**config.mk**
```make
export PLATFORM = sky130hd
export DESIGN_NAME = arb_requester
export DESIGN_NICKNAME = d
export VERILOG_FILES = /design/src/rtl/arb_requester.sv
export SDC_FILE = /design/constraint.sdc
export NUM_CORES = 1
export LEC_CHECK = 0
export CAP_MARGIN = 25
export CORE_UTILIZATION = 25
export CTS_CLUSTER_SIZE = 16
export DETAILED_ROUTE_END_ITERATION = 6
export GPL_TIMING_DRIVEN = 0
export MAX_ROUTING_LAYER = met4
export PLACE_DENSITY_LB_ADDON = 0.25
export SETUP_SLACK_MARGIN = 0.05
export SLEW_MARGIN = 15
export SYNTH_ARGS = -nofsm -noshare
export SYNTH_HDL_FRONTEND = slang
export SYNTH_SLANG_ARGS = --single-unit
export TNS_END_PERCENT = 100
```
**constraint.sdc**
```tcl
create_clock -name clk -period 2.3 [get_ports clk]
set_input_delay 0.345 -clock clk [delete_from_list [all_inputs] [get_ports clk]]
set_output_delay 0.345 -clock clk [all_outputs]
set_load 0.03 [all_outputs]
```
**src/rtl/arb_requester.sv**
```systemverilog
// arb_requester: requester-side agent for one port of a 3-way fixed-priority
// grant arbiter. It accepts a job of N beats, holds req until the last beat has
// been granted, and counts preemptions (XFER->HOLD) in a saturating counter.
// Optional feature macro: ARB_REQ_TIMEOUT_EN. It abandons a job after WAIT_MAX
// consecutive ungranted REQ/HOLD cycles.
module arb_requester #(
  parameter int LEN_W    = 4,
  parameter int WAIT_MAX = 16,
  parameter int PCNT_W   = 8
) (
  input  logic              clk,
  input  logic              rst_n,
  input  logic              job_valid,
  input  logic [LEN_W-1:0]  job_len,
  output logic              job_ready,
  output logic              req,
  input  logic              gnt,
  output logic              beat,
  output logic              done,
  output logic              timeout,
  output logic [PCNT_W-1:0] preempt_cnt
);

  typedef enum logic [2:0] {
    S_IDLE,
    S_REQ,
    S_XFER,
    S_HOLD,
    S_DONE
`ifdef ARB_REQ_TIMEOUT_EN
    , S_TOUT
`endif
  } state_e;

  state_e             state_q, state_d;
  logic [LEN_W-1:0]   rem_q, rem_d;
  logic [PCNT_W-1:0]  pcnt_q, pcnt_d;

`ifdef ARB_REQ_TIMEOUT_EN
  localparam int WAIT_W = (WAIT_MAX > 1) ? $clog2(WAIT_MAX) : 1;
  logic [WAIT_W-1:0]  wait_q, wait_d;
`endif

  // Decoded outputs: req is only visible in the three requesting states.
  assign job_ready   = (state_q == S_IDLE);
  assign req         = (state_q == S_REQ) || (state_q == S_XFER) || (state_q == S_HOLD);
  assign beat        = req & gnt;
  assign done        = (state_q == S_DONE);
  assign preempt_cnt = pcnt_q;
`ifdef ARB_REQ_TIMEOUT_EN
  assign timeout     = (state_q == S_TOUT);
`else
  assign timeout     = 1'b0;
`endif

  // Next-state logic: job acceptance, beat consumption, preemption and timeout.
  always_comb begin
    state_d = state_q;
    rem_d   = rem_q;
    pcnt_d  = pcnt_q;
`ifdef ARB_REQ_TIMEOUT_EN
    wait_d  = wait_q;
`endif
    case (state_q)
      S_IDLE: begin
        if (job_valid) begin
          rem_d   = job_len;
          state_d = (job_len == '0) ? S_DONE : S_REQ;
`ifdef ARB_REQ_TIMEOUT_EN
          wait_d  = '0;
`endif
        end
      end
      S_REQ, S_HOLD: begin
        if (gnt) begin
          rem_d   = (rem_q != '0) ? rem_q - LEN_W'(1) : '0;
          state_d = (rem_q == LEN_W'(1)) ? S_DONE : S_XFER;
`ifdef ARB_REQ_TIMEOUT_EN
          wait_d  = '0;
`endif
        end
`ifdef ARB_REQ_TIMEOUT_EN
        // A beat in the same cycle wins over the timeout.
        else if (wait_q == WAIT_W'(WAIT_MAX - 1)) begin
          state_d = S_TOUT;
        end else begin
          wait_d = wait_q + WAIT_W'(1);
        end
`endif
      end
      S_XFER: begin
        if (gnt) begin
          rem_d   = (rem_q != '0) ? rem_q - LEN_W'(1) : '0;
          state_d = (rem_q == LEN_W'(1)) ? S_DONE : S_XFER;
`ifdef ARB_REQ_TIMEOUT_EN
          wait_d  = '0;
`endif
        end else begin
          state_d = S_HOLD;
          if (pcnt_q != '1) pcnt_d = pcnt_q + PCNT_W'(1);
        end
      end
      S_DONE: begin
        state_d = S_IDLE;
      end
`ifdef ARB_REQ_TIMEOUT_EN
      S_TOUT: begin
        state_d = S_IDLE;
        rem_d   = '0;
        wait_d  = '0;
      end
`endif
      default: begin
        state_d = S_IDLE;
      end
    endcase
  end

  // State register with synchronous active-low reset; a reset drops the job.
  always_ff @(posedge clk) begin
    if (!rst_n) begin
      state_q <= S_IDLE;
      rem_q   <= '0;
      pcnt_q  <= '0;
`ifdef ARB_REQ_TIMEOUT_EN
      wait_q  <= '0;
`endif
    end else begin
      state_q <= state_d;
      rem_q   <= rem_d;
      pcnt_q  <= pcnt_d;
`ifdef ARB_REQ_TIMEOUT_EN
      wait_q  <= wait_d;
`endif
    end
  end

endmodule

```
# After elaboration in Yosys (flattened, before gate mapping)

Cells that the tools add are included.
Widths: inputs -> output; s select.

Flip-flop bits (word level): 15
Output and inout port bits: 13

Bitwise gates (word level): 2
Add/subtract/negate cells: 2
Equality and inequality tests: 9
Mux-type cells: 10
Reduce and logical (&&, ||, !) cells: 11

Operators by type and width:

| cell                | count |
|---|---|
| $mux 3              | 5 |
| $mux 4              | 3 |
| $pmux 3 s3          | 1 |
| $add 8x1->8 const B | 1 |
| $ne 8x8->1 const B  | 1 |
| $pmux 4 s2          | 1 |
| $eq 3x2->1 const B  | 2 |
| $reduce_and 3->1    | 2 |
| $eq 4x1->1 const B  | 1 |
| $logic_not 4->1     | 1 |
| $ne 2x2->1 const B  | 2 |
| $reduce_bool 4->1   | 1 |
| $sub 4x1->4 const B | 1 |
| $eq 3x1->1 const B  | 1 |
| $eq 3x3->1 const B  | 1 |
| $logic_not 3->1     | 1 |
| $reduce_or 3->1     | 1 |
| $logic_or 1x1->1    | 2 |
| $ne 2x1->1 const B  | 1 |
| $reduce_and 2->1    | 1 |
| $reduce_bool 2->1   | 1 |
| $reduce_or 2->1     | 1 |
| $and 1x1->1         | 1 |
| $not 1->1           | 1 |

# Logic depth before layout (Yosys ltp)

Gate-level depths: netlist (run 1).

Depth in word-level cells: 4
Gate-level depth with buffers: 6
Mapped depth without buffers: 5

# Worst setup path before layout (run 1)

Ideal clock, no wire load.

Kind: reg2out
From: register state_q[1]
To: output port beat
Path buffers: 0
Data arrival time: 1.191 ns
Setup slack: 0.764 ns
Data required time: 1.955 ns
Stages on the path, launching flop included: 3
Path through: dfxtp_1 > nor2_1 > nor3_1

Cells in the longest elaborated chain, start to end: 4

Ends and longest elaborated chain:

| element                                         | RTL line | source |
|---|---|---|
| start: declaration                              | 35       | `state_e state_q, state_d;` |
| start signal: assignment                        | 129      | `state_q <= state_d;` |
| $eq 3x1->1 / $eq 3x2->1 (equally long branches) | 46       | `assign req = (state_q == S_REQ) \|\| (state_q == S_XFER) \|\| (state_q == S_HOLD);` |
| $logic_or 1x1->1                                | 46       |  |
| $logic_or 1x1->1 *                              | 46       |  |
| $and 1x1->1 *                                   | 47       | `assign beat = req & gnt;` |
| end: declaration                                | 18       | `output logic beat,` |

Mark *: on every way between the ends. The rest lies on a longest branch, timed or not.

# Worst setup path after layout (run 1)

From: input port gnt
To: output port beat

Cells in the longest elaborated chain, start to end: 1

Ends and longest elaborated chain:

| element            | RTL line | source |
|---|---|---|
| start: declaration | 17       | `input logic gnt,` |
| $and 1x1->1        | 47       |  |

No other way between the ends.

==> impl_results.md, run 1 <==
- Period utilization: 86.74%
- Leading area contributor after synthesis: dfxtp_1
- Setup bufs post-CTS: 0
- Nets: 129
- Gr ovfl total: 0
- #FFs+latches synth: 15
- Final setup TNS: 0 ns
- Synth top area share: 35.61%
- Sequential power share: 48.8%
- Clock sinks: 15
- Vias in the first global route: 757
- Post-DP HPWL: 1285 µm
- Routed Wire Length: 1747 µm
- Post-synth top cells: 15 x dfxtp_1, 13 x nor2_1, 8 x o21ai_0, 6 x xor2_1
- Status: complete, no violations
- WS Path Type: in -> out
- Arrival @ worst endpoint: 1.65 ns
- TritonRoute pass-1 iters: 2
- Fraction of layout cells with a size suffix above 1: 12.61%
- Tot GR Track Use: 11.86%
- Cts bufs inserted: 3
- Lkg Pwr: 0.4414 nW
- Synth Flop Type: dfxtp_1
- Clock buffer depth: 2
- Die Ht: 60.08 µm
- Clock power share: 25.3%
- CTS Root Buffer Type: clkbuf_4
- DRC: 0
- Comb power frac: 25.9%
- Switching part of the total: 31.36%
- Post-DR wirelength/cell: 10.72 µm
- Largest net degree at the start of global routing: 11
- Top cells by area, synth: dfxtp_1 36%, xor2_1 6.2%, nor2_1 5.8%, o21ai_0 4.7%, a21oi_1 3.0%
- Iter 0 DRT Violations: 6
- First-pass GRT wire length: 3132 µm
- CP Launch Type: input port
- Post-Syn Nets: 105
- Hold WS: 0.5364 ns
- CTS tree: built
- Core area: 3128 µm²
- Area growth, synth to finish: 33.09%
- Fillers: 336
- Post-synth EDFFs: 0
- Min Tclk post-route: 1.995 ns
- Top-count cell post-synth: dfxtp_1
- Number of core rows: 20
- Final RePlAce weighted congestion: 0.7538
- Clk_lat worst skew: 0.28 ns
- Synthesized cell area: 843.3 µm²
- Async S/R FF share, synth: 0%
- CP endpoint kind: output port
- Sequential area share after synthesis: 35.61%
- Pwr dens: 532.6 nW/µm²
- Antenna Nets Post-Route: 0
- Via count: 756
- Syn Area/Cell: 8.784 µm²
- Cells resized by post-CTS repair: 2
- Die ar.: 3610 µm²
- Cells after DPL: 159
- Unrepaired setup endpoints after global routing: false
- Final Hold Viols: 0
- Worst-path clk slew: 0.09 ns
- IR drop worst, VDD: 0.0002620 V
- Hold crit path type: reg -> reg
- Slew Viols, Final: 0
- Fin area: 1122 µm²
- Max-Cap Viols: 0
- H-tree lvl count: 1
- Non-Filler Instances: 163
- FMAX: 501.3 MHz
- Vias per cell: 4.638
- Ports: 21
- Post-Syn Instances: 96
- Port Buf Inserts: 19
- Clock Skew: 0.01146 ns
- Net Switching: 0.1874 mW
- Cell Int Power: 0.4103 mW
- Initial core utilization: 26.96%
- Initial antenna violation count: 0
- # hold bufs at CTS: 0
- Final setup fails: 0
- Worst path required time: 1.96 ns
- Worst reg-to-reg setup slack: 0.83 ns
- Placed instance area: 1089 µm²
- Worst-path maximum fanout: 7
- Diodes inserted: 0
- Synthesis Warnings: 0
- Die Wd: 60.08 µm
- Distinct cells, synth: 41
-- power by group through the flow --
stage / clock (mW) / combinational [mW] / sequential [mW]
2_1_floorplan: 0 / 0.108 / 0.294
3_3_place_gp: 0 / 0.158 / 0.298
3_5_place_dp: 0 / 0.157 / 0.297
4_1_cts: 0.164 / 0.158 / 0.292
5_1_grt: 0.172 / 0.172 / 0.295
6_report: 0.151 / 0.155 / 0.292
-- metal layers --
| metal | track usage (%) | wire (µm) | up-vias | share of wire, % |
|---|---|---|---|---|
| li1 | - | - | 404 | - |
| met5 | - | 0 | - | 0 |
| met4 | 4.983 | 15 | 0 | 0.86 |
| met2 | 18.41 | 753 | 19 | 43 |
| met1 | 15.03 | 896 | 331 | 51 |
| met3 | 2.165 | 81 | 2 | 4.6 |
-- metrics by stage --
stage          total power [mW]  utilization [%]  setup WS, ns
2_1_floorplan            0.4024                -        0.7635
3_3_place_gp             0.4556            34.80       0.01646
3_5_place_dp             0.4544            34.80      0.007720
4_1_cts                  0.6137            35.72       0.08100
5_1_grt                  0.6389            35.88        0.1996
6_report                 0.5977            35.88        0.3050
-- layout by cell type (no fill, tap or decap), drive strengths merged, types with 2 or more instances in the layout --
master         instances
buf                    4
o21a                   2
dfxtp                 15
o2111ai                2
nor2b                  2
nor2                  13
nand3                  3
or3b                   2
and2                   2
xor2                   6
a21oi                  6
clkinv                 2
clkdlybuf4s50         16
o211ai                 2
dlymetal6s2s           2
nand2b                 2
o21ai                  9
nor3                   5
clkbuf                 3
-- final cells by class --
cell class / instances / area, µm² / share of cell area [%]
timing repair buffer: 19 / 193.9 / 17.28
clock buffer: 3 / 22.52 / 2.007
buffer: 4 / 28.78 / 2.564
clock inverter: 1 / 5.005 / 0.4459
inverter: 2 / 7.507 / 0.6689
sequential: 15 / 300.3 / 26.76
multi-input combinational: 75 / 509.2 / 45.37
tap: 44 / 55.05 / 4.905
-- worst paths after layout --
path / start / end / cells past startpoint
setup / recovery: gnt / beat / 4
hold / removal: rem_q[1]$_SDFFE_PN0P_ / rem_q[1]$_SDFFE_PN0P_ / 2
setup reg to reg: state_q[2]$_SDFFE_PN0P_ / preempt_cnt[6]$_SDFFE_PN0P_ / 5
hold reg to reg: rem_q[1]$_SDFFE_PN0P_ / rem_q[1]$_SDFFE_PN0P_ / 2
-- kinds of logic after synthesis --
kind of cell,Yosys count,share of synthesized area [%]
AND/OR/NAND/NOR,37,26.26
AO/OA/AOI/OAI,28,23.44
XOR/XNOR,7,7.270
other,1,0.4447
multiplexers,1,1.187
flip-flops,15,35.61
buffers and inverters,6,4.302
adder cells (fa/ha/maj),1,1.483
-- state kept, by name, indices dropped and copies added (netlist names) --
register	count
preempt_cnt	8
state_q	3
rem_q	4
-- worst max-delay path, stage by stage --
cell and delay, ns:
clkdlybuf4s50_1 0.63, inv_1 0.09, nor3_1 0.17, dlygate4sd2_1 0.41
(Power assumes the default switching activity.)
==> inputs of run 2 (changes only) <==
Settings changed: CORE_MARGIN set to 5.
==> impl_results.md, run 2 (synthesis results as in run 1) <==
- Crit-path cells: buf_6 > nor2_2 > and2_1 > clkdlybuf4s50_1
- Core area: 3311 µm² (+5.8%)
- Min Tclk post-route: 2.120 ns (+0.1246 ns)
- Worst Reg-to-Reg Cells: 5 (unchanged)
- Final RePlAce weighted congestion: 0.7813 (+3.6%)
- Initial core utilization: 25.47% (-1.5 points)
- Commonest non-fill, non-tap cells in the layout: 17 x clkdlybuf4s50_1, 15 x dfxtp_1, 12 x nor2_1
- Clk_lat worst skew: 0.27 ns (about the same)
- CP endpoint kind: output port
- Status: complete, no violations
- Clock buffer depth: 2 (unchanged)
- Routed Wire Length: 1902 µm (+8.9%)
- Hold crit path type: reg -> reg
- Power, Total: 0.5950 mW (-0.45%)
- # hold bufs at CTS: 0 (unchanged)
- CP Launch Type: register
- Post-DP HPWL: 1376 µm (+7.0%)
- R2r endpoint: preempt_cnt[6]$_SDFFE_PN0P_
- Initial antenna violation count: 0 (unchanged)
- Pwr dens: 530.8 nW/µm² (-0.34%)
- Cts bufs inserted: 3 (unchanged)
- Post-DR wirelength/cell: 11.53 µm (+7.6%)
- Fraction of layout cells with a size suffix above 1: 11.76% (-0.84 points)
- WS Path Type: reg -> out
- Worst path max stage delay: 0.66 ns (+0.03 ns)
- Slew Viols, Final: 0 (unchanged)
- First-pass GRT wire length: 3284 µm (+4.9%)
- Die ar.: 4635 µm² (+28%)
- CTS Root Buffer Type: clkbuf_4
- Vias in the first global route: 748 (-1.2%)
- Tot GR Track Use: 9.562% (-2.3 points)
- Gr ovfl total: 0 (unchanged)
- Fillers: 377 (+12%)
- Nets: 129 (unchanged)
- Clock sinks: 15 (unchanged)
- Slowest cell on the critical path: clkdlybuf4s50_1
- Ports: 21 (unchanged)
- Unrepaired setup endpoints after global routing: false
- DRC: 0 (unchanged)
- CTS tree: built
- Die Wd: 68.08 µm (+13%)
- Commonest non-fill, non-tap cell in the layout: clkdlybuf4s50_1
- Arrival @ worst endpoint: 1.77 ns (+0.12 ns)
- Diodes inserted: 0 (unchanged)
- Worst r2r src: state_q[2]$_SDFFE_PN0P_
- Die Ht: 68.08 µm (+13%)
- End of the critical path: done
- Worst reg-to-reg setup slack: 0.84 ns (about the same)
- Worst path required time: 1.96 ns (about the same)
- Lkg Pwr: 0.4202 nW (-4.8%)
- Worst-path clk slew: 0.09 ns (about the same)
- FMAX: 471.8 MHz (-5.9%)
- Final setup fails: 0 (unchanged)
- H-tree lvl count: 1 (unchanged)
- Final Hold Viols: 0 (unchanged)
- Area growth, synth to finish: 32.94%
- TritonRoute pass-1 iters: 4 (+2)
- Period utilization: 92.15% (+5.4 points)
- Clock Skew: 0.005442 ns (-0.006022 ns)
- Vias per cell: 4.521 (-2.5%)
- Iter 0 DRT Violations: 25 (+19)
- Via count: 746 (-1.3%)
- Max-Cap Viols: 0 (unchanged)
- Largest net degree at the start of global routing: 11 (unchanged)
- Hold WS: 0.5298 ns (-0.006576 ns)
- Number of core rows: 21 (+5.0%)
- IR drop worst, VDD: 0.0002035 V (-22%)
- Worst-path maximum fanout: 10 (+3)
- Port Buf Inserts: 19 (unchanged)
- Final setup TNS: 0 ns (unchanged)
- Largest register FFs: 8 (unchanged)
- Critical path origin: state_q[0]$_SDFFE_PN0P_
- Antenna Nets Post-Route: 0 (unchanged)
## run 2: cell types whose count changed in the layout (fill, tap and decap cells not counted)
cell             previous run  this run
clkbuf_1                    0         1
clkdlybuf4s50_1            16        17
clkinv_2                    1         0
dlymetal6s2s_1              2         1
## run 2: how the worst min path moves through the flow
stage,from,to,slack [ns],cells past startpoint
after global routing,rem_q[1]$_SDFFE_PN0P_,rem_q[1]$_SDFFE_PN0P_,0.57,2
after floorplan,gnt,state_q[1]$_SDFFE_PN0P_,0.46,1
after global placement,rem_q[1]$_SDFFE_PN0P_,rem_q[1]$_SDFFE_PN0P_,0.53,2
after CTS,rem_q[1]$_SDFFE_PN0P_,rem_q[1]$_SDFFE_PN0P_,0.54,2
final,rem_q[1]$_SDFFE_PN0P_,rem_q[1]$_SDFFE_PN0P_,0.53,2
after detailed placement,rem_q[1]$_SDFFE_PN0P_,rem_q[1]$_SDFFE_PN0P_,0.53,2
## run 2: power by group
group	internal [mW]	switching (mW)
combinational	0.0721	0.0847
clock	0.0672	0.0792
sequential	0.274	0.0182
## run 2: what timing repair did
item	in CTS	in global routing
gates resized for setup	2	1
endpoints found under the setup margin	2	1
setup buffers	0	0
## run 2: per-stage QoR
stage / area [µm²] / utilization [%] / worst slack, ns / cells
floorplan: 843.3 / - / 0.7635 / 96
global placement: 1091 / 32.96 / 0.01365 / 161
global route: 1121 / 33.86 / 0.1002 / 165
detailed placement: 1091 / 32.96 / 0.00009526 / 161
finish: 1121 / 33.86 / 0.1805 / 165
CTS: 1119 / 33.79 / 0.1008 / 165
## run 2: worst max-delay path, delay by kind of cell, from the launching register on
kind	cells	cell delay (ns)
AND/OR/NAND/NOR	2	0.39
flip-flops	1	0.32
buffers and inverters	2	0.79
## run 2: routing by layer
layer / up-vias / share of wire, % / global-route usage (%)
met3: 2 / 5.7 / 2.135
met1: 331 / 52 / 12.75
met2: 19 / 41 / 14.32
li1: 394 / - / -
met5: - / 0 / -
met4: 0 / 0.74 / 2.978
## run 2: final cells by class
| class | count | area (µm²) | area share, % |
|---|---|---|---|
| Sequential cell | 15 | 300.3 | 26.79 |
| Timing Repair Buffer | 19 | 191.4 | 17.08 |
| Multi-Input combinational cell | 75 | 509.2 | 45.42 |
| Clock buffer | 4 | 26.28 | 2.344 |
| Buffer | 4 | 28.78 | 2.567 |
| Tap cell | 46 | 57.56 | 5.134 |
| Inverter | 2 | 7.507 | 0.6696 |
==> inputs of run 3 (changes only) <==
Settings changed: CORE_UTILIZATION 25 to 40.
Clock period 2.3 ns to 2.5 ns, I/O delays scaled along.
==> impl_results.md, run 3 (synthesis results as in run 1) <==
- Antenna Nets Post-Route: 0 (unchanged)
- DRC: 0 (unchanged)
- H-tree lvl count: 1 (unchanged)
- Largest net degree at the start of global routing: 11 (unchanged)
- Iter 0 DRT Violations: 19 (-24%)
- Clock sinks: 15 (unchanged)
- Die Ht: 55.92 µm (-18%)
- Cts bufs inserted: 3 (unchanged)
- Multi-input gate area: 506.7 µm² (-0.49%)
- Worst path required time: 2.12 ns (+0.16 ns)
- Area growth, synth to finish: 29.67%
- Worst hold path cell count: 2 (unchanged)
- Crit-path cells: clkdlybuf4s50_1 > inv_1 > nor3_1 > clkdlybuf4s50_1
- Gr ovfl total: 0 (unchanged)
- Lkg Pwr: 0.4021 nW (-4.3%)
- Register Area: 300.3 µm² (unchanged)
- Nets: 129 (unchanged)
- Status: complete, no violations
- Clk_lat worst skew: 0.28 ns (about the same)
- Pwr dens: 506.2 nW/µm² (-4.6%)
- Slowest cell on the critical path: clkdlybuf4s50_1
- Ports: 21 (unchanged)
- Worst reg-to-reg setup slack: 1.02 ns (+0.18 ns)
- Slew Viols, Final: 0 (unchanged)
- WS Path Type: in -> out
- Worst r2r src: state_q[0]$_SDFFE_PN0P_
- Top delay family on crit path: buffers and inverters
- Core area: 1982 µm² (-40%)
- CP most frequent cell: clkdlybuf4s50_1
- Worst Reg-to-Reg Cells: 5 (unchanged)
- Unrepaired setup endpoints after global routing: false
- Comb power frac: 26.3% (about the same)
- Sequential power share: 48.5% (-0.5 points)
- Final Hold Viols: 0 (unchanged)
- CTS tree: built
- Die ar.: 3126 µm² (-33%)
- Worst-path clk slew: 0.09 ns (about the same)
- Hold crit path type: reg -> reg
- Net Switching: 0.1725 mW (-5.2%)
- Largest register FFs: 8 (unchanged)
- Commonest non-fill, non-tap cell in the layout: clkdlybuf4s50_1
- First-pass GRT wire length: 3249 µm (-1.1%)
- FMAX: 428.9 MHz
- Hold Startpoint: rem_q[1]$_SDFFE_PN0P_
- Routed Wire Length: 1815 µm (-4.6%)
- Post-DP HPWL: 1331 µm (-3.3%)
- IR drop worst, VDD: 0.0002804 V (+38%)
- Cell Int Power: 0.3810 mW (-7.7%)
- Final setup fails: 0 (unchanged)
- Via count: 770 (+3.2%)
- Switching part of the total: 31.17% (+0.57 points)
- Clock buffer depth: 2 (unchanged)
- Vias in the first global route: 732 (-2.1%)
- Clock power share: 25.2% (+0.6 points)
- # hold bufs at CTS: 0 (unchanged)
- TritonRoute pass-1 iters: 4 (unchanged)
- Cells resized by post-CTS repair: 0 (-2)
- R2r endpoint: rem_q[2]$_SDFFE_PN0P_
- CTS Root Buffer Type: clkbuf_4
- Min Tclk post-route: 2.331 ns
- Number of core rows: 16 (-24%)
- Critical path origin: gnt
- Fraction of layout cells with a size suffix above 1: 10.92% (-0.84 points)
- Port Buf Inserts: 19 (unchanged)
- CP endpoint kind: output port
- Commonest non-fill, non-tap cells in the layout: 19 x clkdlybuf4s50_1, 15 x dfxtp_1, 13 x nor2_1
- Initial antenna violation count: 0 (unchanged)
- CP Launch Type: input port
- Final setup TNS: 0 ns (unchanged)
- Placed instance area: 1067 µm² (-2.2%)
- WP buf/inv: 3 (+1)
- Fillers: 188 (-50%)
- Initial core utilization: 42.55% (+17 points)
- Arrival @ worst endpoint: 1.96 ns (+0.19 ns)
- Period utilization: 93.26%
- Vias per cell: 5.274 (+17%)
- Tot GR Track Use: 12.71% (+3.2 points)
- Die Wd: 55.92 µm (-18%)
- Fin area: 1094 µm² (-2.5%)
- Worst path max stage delay: 0.69 ns (+0.03 ns)
- Max-Cap Viols: 0 (unchanged)
- Worst-path maximum fanout: 7 (-3)
- Hold Path Sink: rem_q[1]$_SDFFE_PN0P_
- Diodes inserted: 0 (unchanged)
- Clock Skew: 0.007075 ns (+0.001633 ns)
- Final RePlAce weighted congestion: 0.8300 (+6.2%)
- Setup bufs post-CTS: 0 (unchanged)
- Post-DR wirelength/cell: 12.43 µm (+7.8%)
run 3: worst max path at each step:
stage | end | slack (ns) | cells past startpoint
after floorplan | beat | 0.93 | 2
after global placement | beat | 0.18 | 4
after detailed placement | beat | 0.16 | 4
after CTS | beat | 0.15 | 4
after global routing | done | 0.09 | 4
final | beat | 0.17 | 4
run 3: layout make-up:
| cell class | count | share of cell area, % |
|---|---|---|
| clock buffers | 4 | 2.403 |
| inverters | 2 | 0.6865 |
| multi-input cells | 75 | 46.34 |
| plain buffers | 4 | 2.632 |
| repair buffers | 19 | 17.39 |
| well taps | 27 | 3.089 |
| flip-flops and latches | 15 | 27.46 |
run 3: worst reg2reg max path, cell delays in order, from the launching register on:
cell      delay (ns)
dfxtp_1         0.32
buf_6           0.13
or3b_4          0.43
a21oi_4         0.20
a21oi_1         0.09
a211oi_1        0.22
run 3: power groups by stage:
stage                     registers, mW  logic, mW  clock network (mW)
final                             0.268      0.146               0.140
after global placement            0.273      0.143                   0
after floorplan                   0.271     0.0994                   0
after CTS                         0.268      0.145               0.143
after global routing              0.272      0.160               0.155
after detailed placement          0.273      0.145                   0
run 3: metal layers:
layer  share of wire [%]  GRT usage, %  wire [µm]  vias to the layer above
li1                    -             -          -                      400
met1                  51         16.55        917                      354
met2                  45         19.43        818                       14
met3                 3.9         3.016         71                        2
met4                0.39         4.068          7                        0
met5                   0             -          0                        -
run 3: through the flow:
stage	setup WS (ns)	power, mW	hold slack (ns)	instances	utilization (%)
2_1_floorplan	0.9335	0.3702	0.4887	96	-
3_3_place_gp	0.1766	0.4157	0.5223	142	53.85
3_5_place_dp	0.1565	0.4180	0.5248	142	53.85
4_1_cts	0.1549	0.5567	0.5413	146	55.18
5_1_grt	0.09130	0.5871	0.5848	146	55.18
6_report	0.1686	0.5536	0.5432	146	55.18
